<file path="src/rtl/btn_pkg.sv">
// Shared definitions for the push-button front end: hold-FSM encoding and
// default timing constants for a 50 MHz system clock.
package btn_pkg;

  typedef enum logic [1:0] {
    HOLD_IDLE  = 2'd0,
    HOLD_SHORT = 2'd1,
    HOLD_LONG  = 2'd2
  } hold_state_e;

  localparam int unsigned DEF_DEBOUNCE_CYCLES = 1_000_000;  // 20 ms
  localparam int unsigned DEF_LONG_CYCLES     = 50_000_000; // 1 s
  localparam int unsigned DEF_REPEAT_CYCLES   = 10_000_000; // 200 ms

endpackage

</file>
<file path="src/rtl/btn_channel.sv">
// One button channel: 2-FF synchroniser, symmetric debounce counter and a
// hold FSM producing press/release/click/long/repeat strobes.
module btn_channel
  import btn_pkg::*;
#(
  parameter bit          ACTIVE_LOW      = 1'b1,
  parameter int unsigned DEBOUNCE_CYCLES = DEF_DEBOUNCE_CYCLES,
  parameter int unsigned LONG_CYCLES     = DEF_LONG_CYCLES,
  parameter int unsigned REPEAT_CYCLES   = DEF_REPEAT_CYCLES
) (
  input  logic clk,
  input  logic rst_n,
  input  logic btn_raw,
  output logic btn_level,
  output logic press_pulse,
  output logic release_pulse,
  output logic click_pulse,
  output logic long_pulse,
  output logic repeat_pulse,
  output logic long_held
);

  localparam int unsigned DEB_W  = $clog2(DEBOUNCE_CYCLES);
  localparam int unsigned HOLD_W = $clog2(LONG_CYCLES + 1);
  localparam int unsigned REP_W  = $clog2(REPEAT_CYCLES);

  localparam logic              RELEASED = ACTIVE_LOW;
  localparam logic [DEB_W-1:0]  DEB_LAST = DEB_W'(DEBOUNCE_CYCLES - 1);
  localparam logic [HOLD_W-1:0] LONG_MAX = HOLD_W'(LONG_CYCLES);
  localparam logic [REP_W-1:0]  REP_LAST = REP_W'(REPEAT_CYCLES - 1);

  logic              sync1_q, sync2_q;
  logic              level_q, level_d;
  logic [DEB_W-1:0]  deb_cnt_q, deb_cnt_d;
  logic [HOLD_W-1:0] hold_cnt_q, hold_cnt_d;
  logic [REP_W-1:0]  rep_cnt_q, rep_cnt_d;
  hold_state_e       state_q, state_d;
  logic              pressed;
  logic              long_hit;

  always_ff @(posedge clk or negedge rst_n) begin
    if (!rst_n) begin
      sync1_q    <= RELEASED;
      sync2_q    <= RELEASED;
      level_q    <= 1'b0;
      deb_cnt_q  <= '0;
      hold_cnt_q <= '0;
      rep_cnt_q  <= '0;
    end else begin
      sync1_q    <= btn_raw;
      sync2_q    <= sync1_q;
      level_q    <= level_d;
      deb_cnt_q  <= deb_cnt_d;
      hold_cnt_q <= hold_cnt_d;
      rep_cnt_q  <= rep_cnt_d;
    end
  end

  always_ff @(posedge clk or negedge rst_n) begin
    if (!rst_n) state_q <= HOLD_IDLE;
    else        state_q <= state_d;
  end

  // Counter restarts on any cycle where the input agrees with the current level.
  always_comb begin
    pressed   = sync2_q ^ RELEASED;
    level_d   = level_q;
    deb_cnt_d = '0;
    if (pressed != level_q) begin
      if (deb_cnt_q == DEB_LAST) level_d   = ~level_q;
      else                       deb_cnt_d = deb_cnt_q + 1'b1;
    end
  end

  always_comb begin
    hold_cnt_d = '0;
    if (level_q) hold_cnt_d = (hold_cnt_q == LONG_MAX) ? hold_cnt_q : hold_cnt_q + 1'b1;
    rep_cnt_d = '0;
    if (state_q == HOLD_LONG && level_q && rep_cnt_q != REP_LAST) rep_cnt_d = rep_cnt_q + 1'b1;
  end

  always_comb begin
    state_d = state_q;
    unique case (state_q)
      HOLD_IDLE:  if (level_q) state_d = HOLD_SHORT;
      HOLD_SHORT: begin
        if (!level_q)                      state_d = HOLD_IDLE;
        else if (hold_cnt_q == LONG_MAX)   state_d = HOLD_LONG;
      end
      HOLD_LONG:  if (!level_q) state_d = HOLD_IDLE;
      default:    state_d = HOLD_IDLE;
    endcase
  end

  // Every hold-related strobe is gated by level_q so none fires on the release cycle.
  always_comb begin
    long_hit      = (state_q == HOLD_SHORT) && level_q && (hold_cnt_q == LONG_MAX);
    btn_level     = level_q;
    press_pulse   = (state_q == HOLD_IDLE) && level_q;
    release_pulse = (state_q != HOLD_IDLE) && !level_q;
    click_pulse   = (state_q == HOLD_SHORT) && !level_q;
    long_pulse    = long_hit;
    repeat_pulse  = long_hit || ((state_q == HOLD_LONG) && level_q && (rep_cnt_q == REP_LAST));
    long_held     = level_q && ((state_q == HOLD_LONG) || long_hit);
  end

endmodule

</file>
<file path="src/rtl/btn_conditioner.sv">
// Multi-button front end: one independent btn_channel per pad producing a
// debounced level plus press/release/click/long/repeat strobes.
module btn_conditioner
  import btn_pkg::*;
#(
  parameter int unsigned NUM_BTN         = 2,
  parameter bit          ACTIVE_LOW      = 1'b1,
  parameter int unsigned DEBOUNCE_CYCLES = DEF_DEBOUNCE_CYCLES,
  parameter int unsigned LONG_CYCLES     = DEF_LONG_CYCLES,
  parameter int unsigned REPEAT_CYCLES   = DEF_REPEAT_CYCLES
) (
  input  logic               clk,
  input  logic               rst_n,
  input  logic [NUM_BTN-1:0] btn_raw,
  output logic [NUM_BTN-1:0] btn_level,
  output logic [NUM_BTN-1:0] press_pulse,
  output logic [NUM_BTN-1:0] release_pulse,
  output logic [NUM_BTN-1:0] click_pulse,
  output logic [NUM_BTN-1:0] long_pulse,
  output logic [NUM_BTN-1:0] repeat_pulse,
  output logic [NUM_BTN-1:0] long_held
);

  for (genvar i = 0; i < NUM_BTN; i++) begin : g_ch
    btn_channel #(
      .ACTIVE_LOW      (ACTIVE_LOW),
      .DEBOUNCE_CYCLES (DEBOUNCE_CYCLES),
      .LONG_CYCLES     (LONG_CYCLES),
      .REPEAT_CYCLES   (REPEAT_CYCLES)
    ) u_ch (
      .clk           (clk),
      .rst_n         (rst_n),
      .btn_raw       (btn_raw[i]),
      .btn_level     (btn_level[i]),
      .press_pulse   (press_pulse[i]),
      .release_pulse (release_pulse[i]),
      .click_pulse   (click_pulse[i]),
      .long_pulse    (long_pulse[i]),
      .repeat_pulse  (repeat_pulse[i]),
      .long_held     (long_held[i])
    );
  end

endmodule

</file>
<file path="config.mk">
export PLATFORM = sky130hd
export DESIGN_NAME = btn_conditioner
export DESIGN_NICKNAME = d
export VERILOG_FILES = /design/src/rtl/btn_pkg.sv /design/src/rtl/btn_channel.sv /design/src/rtl/btn_conditioner.sv
export SDC_FILE = /design/constraint.sdc
export NUM_CORES = 1
export LEC_CHECK = 0
export CORE_UTILIZATION = 30
export DETAILED_ROUTE_END_ITERATION = 8
export PLACE_DENSITY_LB_ADDON = 0.3
export SLEW_MARGIN = 20
export SYNTH_ARGS = -nofsm -noshare
export SYNTH_HDL_FRONTEND = slang
export SYNTH_SLANG_ARGS = --single-unit
</file>
<file path="constraint.sdc">
create_clock -name clk -period 3.57 [get_ports clk]
set_input_delay 0.8925 -clock clk [delete_from_list [all_inputs] [get_ports clk]]
set_output_delay 0.8925 -clock clk [all_outputs]
set_load 0.05 [all_outputs]
</file>
==> results.md <==
* Internal Power at between 2 and 3 mW
* Tcrit/Tclk final at between 90% and 100%
* Worst skew pair latency at approximately 0.43 ns
* Number of global-route vias before repair at just under 6k
* Sequential power share at between 40% and 50%
* Tot Pwr at around 3.6 mW
* Hold depth at 0
* Via Count at ~6.0k
* Crit path capture type: output port
* Hold path start: g_ch[0].u_ch.sync1_q
* Nets at about 860
* Post-CTS setup buffer count at 0
* Worst slew margin at between 30% and 40%
* Total Wirelength at roughly 16 mm
* Net Switching at between 0.8 and 0.9 mW
* Fin worst setup slack at about 0.13 ns
* First-pass DRT Iterations at 4
* Worst-Margin Slew at slightly above 1 ns
* Non-filler cells, final at 1187
* PwrDens at between 300 and 400 nW/um2
* R2R setup slack at 1.30 ns
* Horiz. Die Dim at roughly 160 um
* Dpl hpwl at about 10 mm
* Fillers at 2574
* Syn_nets at around 850
* Ys async rst share at 100.0%
* Reg area at 3759 um2
* Vias/cell at around 5.1
* EDFF count, synth at 0
* Num CTS Buffers at 17
* Setup TNS at 0 ns
* CP required at roughly 2.7 ns
* Grt ovf at 0
* Leakage power at 3.215 nW
* WS Path Type: reg -> out
* Dpl ws at between 0.4 and 0.5 ns
* Iter 0 DRT Violations at 448
* CTS tree: yes
* Row cnt at 58
* H-tree Lvls at 4
* P&R area growth vs syn at 13.68%
* Status: complete, no violations
* Diodes inserted at 0
* FMAX at between 200 and 300 MHz
* Crit-path max cell delay at between 0.5 and 0.6 ns
* Cells after DPL at 1155
* Multi-input gate area at roughly 3800 um2
* Routed Antenna Nets at 0
* First-pass GRT wire length at between 20 and 30 mm
* # hold bufs at CTS at 0
* Hold worst-path end: g_ch[0].u_ch.sync2_q
* Fraction of layout cells with a size suffix above 1 at around 8.4%
* Initial Util at a little under a third
* Largest net degree at the start of global routing at between 60 and 70
* Cells along the critical path: or4b_1 -> or4b_4 -> nor4b_4 -> o21a_1 -> buf_12
* Crit Path Max Fanout at 4
* Routability Congestion at between 0.7 and 0.8
* Seq/Total Area, Yosys at between 40% and 50%
* Gate Count Post-Synth at around 840
* Startpoint types: flip-flop
* DRC at 0
* Switching share of power at 23.83%
* Critical-path top delay cell: or4b_1
* CTS max path bufs at 2
* Reg2reg start: g_ch[1].u_ch.deb_cnt_q[16]
* Final Util at roughly a third
* Port bufs at 17
* Die H at 164.1 um
* Worst clock skew at roughly 0.011 ns
* Gr usage total at around an eighth
* Top Ports at 18
* Core Box Area at between 20000 and 30000 um2
* Worst r2r dst: g_ch[1].u_ch.deb_cnt_q[12]
* R2r worst-path depth at 4
* Clock transition at the registers of the reported paths at around 0.060 ns
* Clock share of power at about 50%
* Syn_area_per_cell at about 9.4 um2
* Die area at around 27000 um2
* Max-slew violation count at 0
* Synth warn at 0
* HP Class: reg -> reg
* Yosys cell types at between 50 and 60
* Synth Flop Type: dfrtp_1
* Wire per inst at between 10 and 15 um
* Post-layout minimum cycle time at around 3.4 ns
* Max Cap Viol at 0
* Final hold violations at 0
* Comb pwr share at ~1.8%
* Post-cts sizing count at 1
* # setup viols final at 0
* Clk sinks at 150
* Root buffer cell: clkbuf_16
* Initial antenna violation count at 0
* Worst vdd ir at roughly 0.26 mV
* Mapped Area at 7881 um2
* Worst path arrival time at roughly 2.6 ns
* RSZ-0062 raised after global routing: false
* Seq cells post-synth at 150
-- power groups by stage --
stage | logic [mW] | clock network [mW] | registers [mW]
finish | 0.0628 | 1.79 | 1.72
detailed placement | 0.0669 | 0 | 1.75
global route | 0.0749 | 1.91 | 1.72
global placement | 0.0668 | 0 | 1.75
floorplan | 0.0184 | 0 | 1.75
CTS | 0.0675 | 1.85 | 1.72
-- worst max-delay path by stage --
stage	start	slack, ns	depth (start not counted)	to
finish	g_ch[1].u_ch.hold_cnt_q[9]	0.13	5	long_held[1]
floorplan	g_ch[1].u_ch.hold_cnt_q[9]	0.61	5	long_held[1]
detailed placement	g_ch[1].u_ch.hold_cnt_q[9]	0.44	5	long_held[1]
global placement	g_ch[1].u_ch.hold_cnt_q[9]	0.49	5	long_held[1]
global route	g_ch[1].u_ch.hold_cnt_q[9]	0.0008	5	long_held[1]
CTS	g_ch[1].u_ch.hold_cnt_q[9]	0.04	5	long_held[1]
-- layer usage --
metal,wire length (um),track usage (%)
met4,292,4.924
met5,0,0
met1,7923,17.42
met2,7185,20.02
met3,306,2.323
-- layout make-up --
type,instances,share of cell area [%]
Multi-Input combinational cell,621,42.69
Sequential cell,150,41.95
Clock buffer,17,4.748
Tap cell,330,4.608
Timing Repair Buffer,26,3.058
Clock inverter,15,1.773
Inverter,28,1.173
-- metrics by stage --
step	instance area, um2	hold WS (ns)
floorplan	7881	0.3452
global placement	8363	0.3514
detailed placement	8363	0.3515
CTS	8956	0.3611
global route	8960	0.3643
finish	8960	0.3583
-- worst max-delay path: cells and delay by family (launching register included) --
| kind | cells | cell delay, ns |
|---|---|---|
| AOI/OAI and AO/OA | 1 | 0.20 |
| buffers and inverters | 1 | 0.14 |
| DFF | 1 | 0.40 |
| and+or+nand+nor | 3 | 1.38 |
-- cell usage after synthesis (2+ instances only) --
master / count / area (um2)
dfrtp_1: 146 / 3654
nor2_1: 104 / 390.4
a21oi_1: 52 / 260.3
nand3_1: 52 / 260.3
xnor2_1: 48 / 420.4
nand2_1: 46 / 172.7
nand4_1: 35 / 219.0
xor2_1: 29 / 254.0
o21ai_0: 27 / 135.1
or4_1: 27 / 202.7
clkbuf_1: 26 / 97.59
inv_1: 26 / 97.59
nor4_1: 25 / 156.4
or3_1: 25 / 156.4
nor3_1: 24 / 120.1
o31ai_1: 23 / 172.7
buf_4: 15 / 112.6
and3_1: 12 / 75.07
nand2b_1: 11 / 68.82
and4_1: 10 / 87.58
ha_1: 8 / 100.1
mux2i_1: 8 / 80.08
and2_1: 7 / 43.79
nand4b_1: 6 / 52.55
nor4b_1: 6 / 52.55
a31o_2: 4 / 35.03
dfstp_2: 4 / 105.1
o21a_1: 4 / 30.03
nor2b_1: 3 / 18.77
or2_2: 3 / 18.77
or4b_1: 3 / 30.03
nor3b_1: 2 / 15.01
nor4bb_1: 2 / 20.02
-- layout by cell type, fill, tap and decap left out, types with 11 or more instances in the layout --
master | Yosys | final
dfrtp_1 | 146 | 146
nor2_1 | 104 | 104
nand3_1 | 52 | 52
a21oi_1 | 52 | 52
xnor2_1 | 48 | 48
nand2_1 | 46 | 46
nand4_1 | 35 | 35
xor2_1 | 29 | 29
or4_1 | 27 | 27
o21ai_0 | 27 | 27
inv_1 | 26 | 26
nor4_1 | 25 | 25
or3_1 | 25 | 25
nor3_1 | 24 | 24
o31ai_1 | 23 | 21
clkbuf_16 | 0 | 17
and3_1 | 12 | 12
nand2b_1 | 11 | 11
buf_4 | 15 | 11
-- registers in the layout, summed over array words and instances (netlist names) --
register / cells
g_ch.u_ch.hold_cnt_q: 52
g_ch.u_ch.rep_cnt_q: 48
g_ch.u_ch.deb_cnt_q: 40
g_ch.u_ch.state_q: 4
g_ch.u_ch.btn_level: 2
g_ch.u_ch.sync1_q: 2
g_ch.u_ch.sync2_q: 2
-- cell families after synthesis --
logic type / synth area share, %
fa+ha+maj: 1.270
compound gates: 8.494
mux: 1.016
flops: 47.69
simple gates: 28.91
buf+inv: 4.064
xor+xnor: 8.557
Power figures use the tool's default switching activity.
